<file path="src/rtl/clk_period_monitor_pkg.sv">
// Shared definitions for the clock period monitor: FSM state encoding and
// the default counter width.
package clk_period_monitor_pkg;

    localparam int CNT_W_DEF = 16;

    typedef enum logic [1:0] {
        ST_IDLE,
        ST_ARM,
        ST_HIGH,
        ST_LOW
    } state_e;

endpackage

</file>
<file path="src/rtl/clk_period_monitor_sync_edge_det.sv">
// Brings an asynchronous input into the clk domain and emits registered
// one-cycle rise/fall pulses from the synchronized level.
module clk_period_monitor_sync_edge_det #(
    parameter int SYNC_STAGES = 2
) (
    input  logic clk,
    input  logic rst,
    input  logic sig_i,
    output logic rise_o,
    output logic fall_o
);

    logic [SYNC_STAGES-1:0] sync_q;
    logic                   dly_q;
    logic                   rise_q;
    logic                   fall_q;

    // NOTE: sequential state uses non-blocking assignments so every flop samples pre-edge values.
    always_ff @(posedge clk or posedge rst) begin
        if (rst) begin
            sync_q <= '0;
            dly_q  <= 1'b0;
            rise_q <= 1'b0;
            fall_q <= 1'b0;
        end else begin
            sync_q <= {sync_q[SYNC_STAGES-2:0], sig_i};
            dly_q  <= sync_q[SYNC_STAGES-1];
            rise_q <= sync_q[SYNC_STAGES-1] & ~dly_q;
            fall_q <= ~sync_q[SYNC_STAGES-1] & dly_q;
        end
    end

    assign rise_o = rise_q;
    assign fall_o = fall_q;

endmodule

</file>
<file path="src/rtl/clk_period_monitor.sv">
// Measures period and high time of an asynchronous strobe in clk cycles,
// checks the period against EXP_PERIOD +/- TOL and flags a stalled input.
module clk_period_monitor
    import clk_period_monitor_pkg::*;
#(
    parameter int CNT_W       = CNT_W_DEF,
    parameter int SYNC_STAGES = 2,
    parameter int EXP_PERIOD  = 10,
    parameter int TOL         = 1,
    parameter int TIMEOUT     = 1000
) (
    input  logic             clk,
    input  logic             rst,
    input  logic             en,
    input  logic             sig_in,
    output logic             meas_valid,
    output logic [CNT_W-1:0] period,
    output logic [CNT_W-1:0] high_time,
    output logic             in_tol,
    output logic             timeout_err,
    output logic             busy
);

    localparam int TO_W = $clog2(TIMEOUT + 1);
    localparam logic [CNT_W-1:0] CNT_MAX = '1;
    localparam logic [CNT_W-1:0] EXP_C   = CNT_W'(EXP_PERIOD);
    localparam logic [CNT_W-1:0] TOL_C   = CNT_W'(TOL);
    localparam logic [TO_W-1:0]  TO_LAST = TO_W'(TIMEOUT - 1);

    logic rise, fall;

    clk_period_monitor_sync_edge_det #(
        .SYNC_STAGES(SYNC_STAGES)
    ) u_sync (
        .clk   (clk),
        .rst   (rst),
        .sig_i (sig_in),
        .rise_o(rise),
        .fall_o(fall)
    );

    state_e           state_q, state_d;
    logic [CNT_W-1:0] cnt_q, cnt_d;
    logic [CNT_W-1:0] hi_lat_q, hi_lat_d;
    logic [TO_W-1:0]  since_q, since_d;
    logic [CNT_W-1:0] period_q, period_d;
    logic [CNT_W-1:0] high_time_q, high_time_d;
    logic             in_tol_q, in_tol_d;
    logic             meas_valid_q, meas_valid_d;
    logic             timeout_err_q, timeout_err_d;

    logic [CNT_W-1:0] cnt_inc, diff;
    logic             tol_ok;

    // A saturated count means the true period is unknown, so it is never in tolerance.
    assign cnt_inc = (cnt_q == CNT_MAX) ? cnt_q : cnt_q + CNT_W'(1);
    assign diff    = (cnt_q >= EXP_C) ? cnt_q - EXP_C : EXP_C - cnt_q;
    assign tol_ok  = (cnt_q != CNT_MAX) && (diff <= TOL_C);

    // NOTE: every always_comb output gets a default first so no path leaves a latch behind.
    always_comb begin
        state_d       = state_q;
        cnt_d         = cnt_q;
        hi_lat_d      = hi_lat_q;
        since_d       = since_q;
        period_d      = period_q;
        high_time_d   = high_time_q;
        in_tol_d      = in_tol_q;
        meas_valid_d  = 1'b0;
        timeout_err_d = timeout_err_q;

        if (!en) begin
            state_d       = ST_IDLE;
            cnt_d         = '0;
            hi_lat_d      = '0;
            since_d       = '0;
            timeout_err_d = 1'b0;
        end else begin
            since_d = (rise || fall) ? '0 : since_q + TO_W'(1);
            unique case (state_q)
                ST_IDLE: begin
                    state_d = ST_ARM;
                    cnt_d   = '0;
                    since_d = '0;
                end
                ST_ARM: begin
                    if (rise) begin
                        state_d = ST_HIGH;
                        cnt_d   = CNT_W'(1);
                    end
                end
                ST_HIGH: begin
                    cnt_d = cnt_inc;
                    if (fall) begin
                        hi_lat_d = cnt_q;
                        state_d  = ST_LOW;
                    end
                end
                ST_LOW: begin
                    if (rise) begin
                        period_d     = cnt_q;
                        high_time_d  = hi_lat_q;
                        in_tol_d     = tol_ok;
                        meas_valid_d = 1'b1;
                        cnt_d        = CNT_W'(1);
                        state_d      = ST_HIGH;
                    end else begin
                        cnt_d = cnt_inc;
                    end
                end
                default: state_d = ST_IDLE;
            endcase

            if (state_q != ST_IDLE && !(rise || fall) && since_q == TO_LAST) begin
                timeout_err_d = 1'b1;
                state_d       = ST_ARM;
                cnt_d         = '0;
                since_d       = '0;
            end
        end
    end

    always_ff @(posedge clk or posedge rst) begin
        if (rst) begin
            state_q       <= ST_IDLE;
            cnt_q         <= '0;
            hi_lat_q      <= '0;
            since_q       <= '0;
            period_q      <= '0;
            high_time_q   <= '0;
            in_tol_q      <= 1'b0;
            meas_valid_q  <= 1'b0;
            timeout_err_q <= 1'b0;
        end else begin
            state_q       <= state_d;
            cnt_q         <= cnt_d;
            hi_lat_q      <= hi_lat_d;
            since_q       <= since_d;
            period_q      <= period_d;
            high_time_q   <= high_time_d;
            in_tol_q      <= in_tol_d;
            meas_valid_q  <= meas_valid_d;
            timeout_err_q <= timeout_err_d;
        end
    end

    assign meas_valid  = meas_valid_q;
    assign period      = period_q;
    assign high_time   = high_time_q;
    assign in_tol      = in_tol_q;
    assign timeout_err = timeout_err_q;
    assign busy        = (state_q != ST_IDLE);

endmodule
</file>
<file path="config.mk">
export PLATFORM = sky130hd
export DESIGN_NAME = clk_period_monitor
export DESIGN_NICKNAME = d
export VERILOG_FILES = /design/src/rtl/clk_period_monitor_pkg.sv /design/src/rtl/clk_period_monitor_sync_edge_det.sv /design/src/rtl/clk_period_monitor.sv
export SDC_FILE = /design/constraint.sdc
export NUM_CORES = 1
export LEC_CHECK = 0
export CORE_MARGIN = 8
export CORE_UTILIZATION = 36
export DETAILED_ROUTE_END_ITERATION = 7
export GPL_TIMING_DRIVEN = 0
export PLACE_DENSITY = 0.57
export SLEW_MARGIN = 20
export SYNTH_ARGS = -nofsm -noshare
export SYNTH_HDL_FRONTEND = slang
export SYNTH_SLANG_ARGS = --single-unit
</file>
<file path="constraint.sdc">
create_clock -name clk -period 3.85 [get_ports clk]
set_input_delay 0.77 -clock clk [delete_from_list [all_inputs] [get_ports clk]]
set_output_delay 0.77 -clock clk [all_outputs]
set_load 0.05 [all_outputs]
</file>
**Word level (Yosys, flattened, before mapping)**

Index checks and enable logic that the tools add are counted.

- Logic and storage cells: 70
- Register bits after elaboration: 84

- Add/sub/neg operators: 4
- Equal/unequal tests: 12
- Multiplexer cells: 24
- Bitwise operators: 4
- Order comparisons: 2
- Reductions and logical operators: 11

Operators with widths:

| cell | number |
|---|---|
| 16-bit 2-to-1 mux | 9 |
| 16-bit case mux with 4 select lines | 1 |
| 10-bit 2-to-1 mux | 4 |
| 16-bit by 1-bit adder with 16-bit output (second input constant) | 1 |
| 16-bit == test (second input constant) | 1 |
| 16-bit by 4-bit greater-or-equal comparator with 1-bit output (second input constant) | 1 |
| 16-bit by 1-bit less-or-equal comparator with 1-bit output (second input constant) | 1 |
| 16-bit inequality test (second input constant) | 1 |
| 16-bit by 4-bit subtractor with 16-bit output (second input constant) | 1 |
| 4-bit by 16-bit subtractor with 16-bit output (first input constant) | 1 |
| 10-bit by 1-bit adder with 10-bit output (second input constant) | 1 |
| 10-bit == test (second input constant) | 1 |
| 2-bit 2-to-1 mux | 4 |
| 4-bit by 3-bit inequality test with 1-bit output (second input constant) | 2 |
| 2-bit by 1-bit inequality test with 1-bit output (second input constant) | 3 |
| 2-bit case mux with 3 select lines | 1 |
| 1-bit 2-to-1 mux | 5 |
| 2-bit == test (second input constant) | 2 |
| 4-bit by 2-bit inequality test with 1-bit output (second input constant) | 1 |
| 2-bit AND reduction | 2 |
| 1-bit logical AND | 3 |
| 3-bit AND reduction | 1 |
| 1-bit bitwise AND | 2 |
| 2-bit by 1-bit == test with 1-bit output (second input constant) | 1 |
| 6 further kinds | 7 |

**Logic depth before layout (Yosys ltp)**

- Depth in word-level cells: 6
- Mapped depth: 9
- Mapped depth without buffers: 8

**Cells and area by module**

A second synthesis with hierarchy kept.

- Cells, all modules: 427
- Area total of the unflattened synthesis: 3,972.6 µm²

Modules (own cells, without submodules):

| module | area each (µm²) | seq. area each (µm²) | times used | cells each |
|---|---|---|---|---|
| clk_period_monitor | 3,828.7 | 1,976.9 | 1 | 419 |
| clk_period_monitor_sync_edge_det | 143.9 | 125.1 | 1 | 8 |

**Least setup slack after synthesis**

OpenSTA, ideal clock, no wires.

- Path type: register to register
- From: register cnt_q[1]
- To: register cnt_q[3]
- Path slack: 1.556 ns
- Stages on the path, launching flop included: 10
- Arrival: 2.165 ns
- Library setup time: 0.129 ns
- Path through: dfrtp_1 ha_1 nand2_1 or4_1 clkbuf_1 or2_2 clkbuf_1 nand4_1 xor2_1 nor2_1

- Word-level cells in the longest chain between the ends: 6
- Elaborated cells on any way between the ends: 7
- Classes of those cells: add/sub (1); eq/ne (1); mux (5)

RTL lines:

| item | line | text |
|---|---|---|
| from (decl) | clk_period_monitor.sv:43 | `logic [CNT_W-1:0] cnt_q, cnt_d;` |
| from (signal assigned) | clk_period_monitor.sv:136 | `cnt_q <= cnt_d;` |
| 16-bit by 1-bit adder with 16-bit output or 16-bit == test (tied branches) | clk_period_monitor.sv:56 | `assign cnt_inc = (cnt_q == CNT_MAX) ? cnt_q : cnt_q + CNT_W'(1);` |
| 16-bit 2-to-1 mux * | clk_period_monitor.sv:56 |  |
| 16-bit 2-to-1 mux | clk_period_monitor.sv:100 | `if (rise) begin` |
| 16-bit case mux with 4 select lines * | clk_period_monitor.sv:80 | `unique case (state_q)` |
| 16-bit 2-to-1 mux * | clk_period_monitor.sv:114 | `if (state_q != ST_IDLE && !(rise \|\| fall) && since_q == TO_LAST) begin` |
| 16-bit 2-to-1 mux * | clk_period_monitor.sv:72 | `if (!en) begin` |

Mark *: on every way between the ends. The rest lies on a longest branch, timed or not.
A chain may end at the register's enable or synchronous reset.

**Worst setup path after layout**

Same ends and word-level chain as after synthesis.

==> summary.md <==
| Metric | Value |
|---|---|
| Status | completed |
| CP endpoint | cnt_q[3] |
| Final nets | 487 |
| Synth Flop Type | dfrtp_1 |
| Worst Setup SP | cnt_q[1] |
| Register area share after synthesis | around 53% |
| Type of the worst setup path | flip-flop to flip-flop |
| R2r setup slk | between 1 and 1.5 ns |
| Gr usage total | a little over an eighth |
| First-pass GRT wire length | 15.4 mm |
| Post-synth net total | between 400 and 500 |
| CTS tree | yes |
| Grt total ovfl | 0 |
| Worst r2r dst | cnt_q[3] |
| Crit path DAT | roughly 3.0 ns |
| Post-route cell area | ~4800 um^2 |
| Post-CTS Hold Fix Bufs | 0 |
| Rel. slew slack | a little under half |
| Fmax | between 0.3 and 0.4 GHz |
| Clk slew on worst S/H paths | roughly 0.08 ns |
| Core Area | between 10000 and 15000 um^2 |
| Final wirelength | 9.11 mm |
| Vias in the first global route | ~3100 |
| Most common cell in the netlist | nand2_1 |
| H-tree depth | 3 |
| Die height | between 100 and 150 um |
| Setup bufs post-CTS | 0 |
| Clk root buf | clkbuf_8 |
| Post-Place Cell Area | 4530 um^2 |
| Drt drc | 0 |
| Ys Warns | 0 |
| Mapped Cells | approximately 420 |
| Worst skew pair latency | ~0.35 ns |
| Via-to-Cell Ratio | 5.01 |
| Via count | 3104 |
| Top cells by count, synth | 104 x nand2_1, 84 x dfrtp_1, 33 x nor2_1 |
| Layout cells sized above 1 | roughly 5.6% |
| Routability Congestion | roughly 0.85 |
| I/O Buffers | 39 |
| Top Ports | 40 |
| ANT cells | 0 |
| Largest net degree at the start of global routing | 49 |
| WL/cell | approximately 15 um |
| Setup Viol. Count Final | 0 |
| Area leader, netlist | dfrtp_1 |
| Syn Area/Cell | 9.28 um^2 |
| FF-to-FF path depth | 9 |
| Tmin final | approximately 2.8 ns |
| Tcrit/Tclk final | 72.2% |
| Clock buffer depth | 2 |
| Min-Delay Path Class | flip-flop to flip-flop |
| Fill cell count | around 1100 |
| Post-DRT Antenna Nets | 0 |
| Die area | 14500 um^2 |
| Post-synth EDFFs | 0 |
| Mapped Area | around 3900 um^2 |
| Critical path launch point type | flip-flop |
| Crit. End Element | flip-flop |
| Slew @ Worst Pin | 0.800 ns |
| Clock skew | ~0.011 ns |
| Antenna violations before repair | 0 |
| Pins Over Slew Limit | 0 |
| Reg-to-Reg Start | cnt_q[1] |
| Initial core utilization | around 37% |
| DP HPWL | approximately 6.4 mm |
| FFs w/ async S/R, synth | 100% |
| TritonCTS Buffers | 9 |
| CTS resizes | 0 |
| Sum of negative setup slack | 0 ns |
| Die X | 121 um |
| Router iterations before antenna repair | 4 |
| RSZ-0062 raised after global routing | no |
| Synth-to-Final Area Change | 20.8% |
| Critical Path RT | 4.06 ns |
| Ranking of synthesized cells by area | dfrtp_1 53%, nand2_1 9.9%, a22o_1 3.6% |
| Final hold viol count | 0 |
| Number of synthesized register bits | 84 |
| Top-area cell type share of the netlist area | 53.4% |
| Crit path max fanout | 12 |
| Distinct cells, synth | 39 |
| # rows | 38 |
| MaxCap Viol Count | 0 |
| Peak supply drop | 210 uV |
| Lkg Pwr | roughly 0.0022 uW |
| Starting DRT DRC Count | approximately 250 |
| Cell Pwr Density | ~350 nW/um^2 |
| # clock sinks | 84 |
[kinds of logic (layout without fill, tap and decap cells)]
group	after synthesis	after routing	synth area share (%)
compound gates	72	72	12.2
buf+inv	39	95	3.98
flops	84	84	53.4
xor+xnor	18	18	4.01
simple gates	203	203	23.8
fa+ha+maj	8	8	2.54
[sequential cells by signal, summed over array words and instances, names as in the netlist, 2 cells and up]
| signal | cells |
|---|---|
| state_q | 2 |
| period | 16 |
| hi_lat_q | 16 |
| cnt_q | 16 |
| since_q | 10 |
| u_sync.sync_q | 2 |
| high_time | 16 |
[how the worst min path moves through the flow]
stage	startpoint	to	slack [ns]	depth (start not counted)
finish	u_sync.sync_q[0]	u_sync.sync_q[1]	0.37	0
global route	u_sync.sync_q[0]	u_sync.sync_q[1]	0.38	0
CTS	u_sync.sync_q[0]	u_sync.sync_q[1]	0.37	0
detailed placement	u_sync.sync_q[0]	u_sync.sync_q[1]	0.34	0
global placement	u_sync.sync_q[0]	u_sync.sync_q[1]	0.34	0
floorplan	u_sync.sync_q[0]	u_sync.sync_q[1]	0.33	0
[worst max-delay path, stage by stage, from the launching register on]
cell and delay [ns]:
dfrtp_1 0.62, ha_1 0.41, nand2_1 0.12, or4_1 0.41, clkbuf_1 0.18, or2_2 0.31, clkbuf_1 0.21, nand4_1 0.16
xor2_1 0.17, nor2_1 0.05
[per-layer routing]
layer	up-vias	routed length [um]	global-route usage [%]
met2	62	4100	20.3
met3	14	469	3.12
met4	0	185	5.15
li1	1547	-	-
met1	1481	4360	17.3
met5	-	0	0
[report_power, final]
group	switching, uW	internal (uW)
combinational	56.8	23.8
sequential	7.56	888
clock	315	386
[placed cells by master (no fill, tap or decap), drive strengths merged, types with 3 or more instances in the layout]
| master | instances |
|---|---|
| a21oi | 17 |
| a22o | 16 |
| a31oi | 5 |
| and3 | 9 |
| buf | 5 |
| clkbuf | 34 |
| clkdlybuf4s50 | 39 |
| dfrtp | 84 |
| ha | 8 |
| inv | 13 |
| nand2 | 104 |
| nand2b | 3 |
| nand3 | 14 |
| nand4 | 10 |
| nor2 | 33 |
| nor2b | 6 |
| nor3 | 8 |
| nor4 | 3 |
| o21ai | 21 |
| o31ai | 5 |
| xnor2 | 10 |
| xor2 | 8 |
[per-stage QoR]
stage          total power [uW]  hold slack (ns)  instances  setup slack (ns)  utilization [%]
6_report                   1680            0.369        620              1.07             44.2
5_1_grt                    1750            0.375        620             0.889             44.2
4_1_cts                    1700            0.372        620              1.06             44.2
3_5_place_dp                996            0.343        604              1.11             42.2
3_3_place_gp                991            0.344        603            -0.495             41.9
2_1_floorplan               966            0.331        424             0.915                -
[final cells by class]
class                           instances  area [um^2]  share of cell area [%]
Buffer                                 27          111                    2.34
Clock buffer                           11          141                    2.97
Clock inverter                          5         82.6                    1.74
Inverter                               12         47.5                    1.00
Multi-Input combinational cell        301         1680                    35.2
Sequential cell                        84         2100                    44.2
Tap cell                              140          175                    3.69
Timing Repair Buffer                   40          418                    8.79
(Power assumes the default switching activity.)
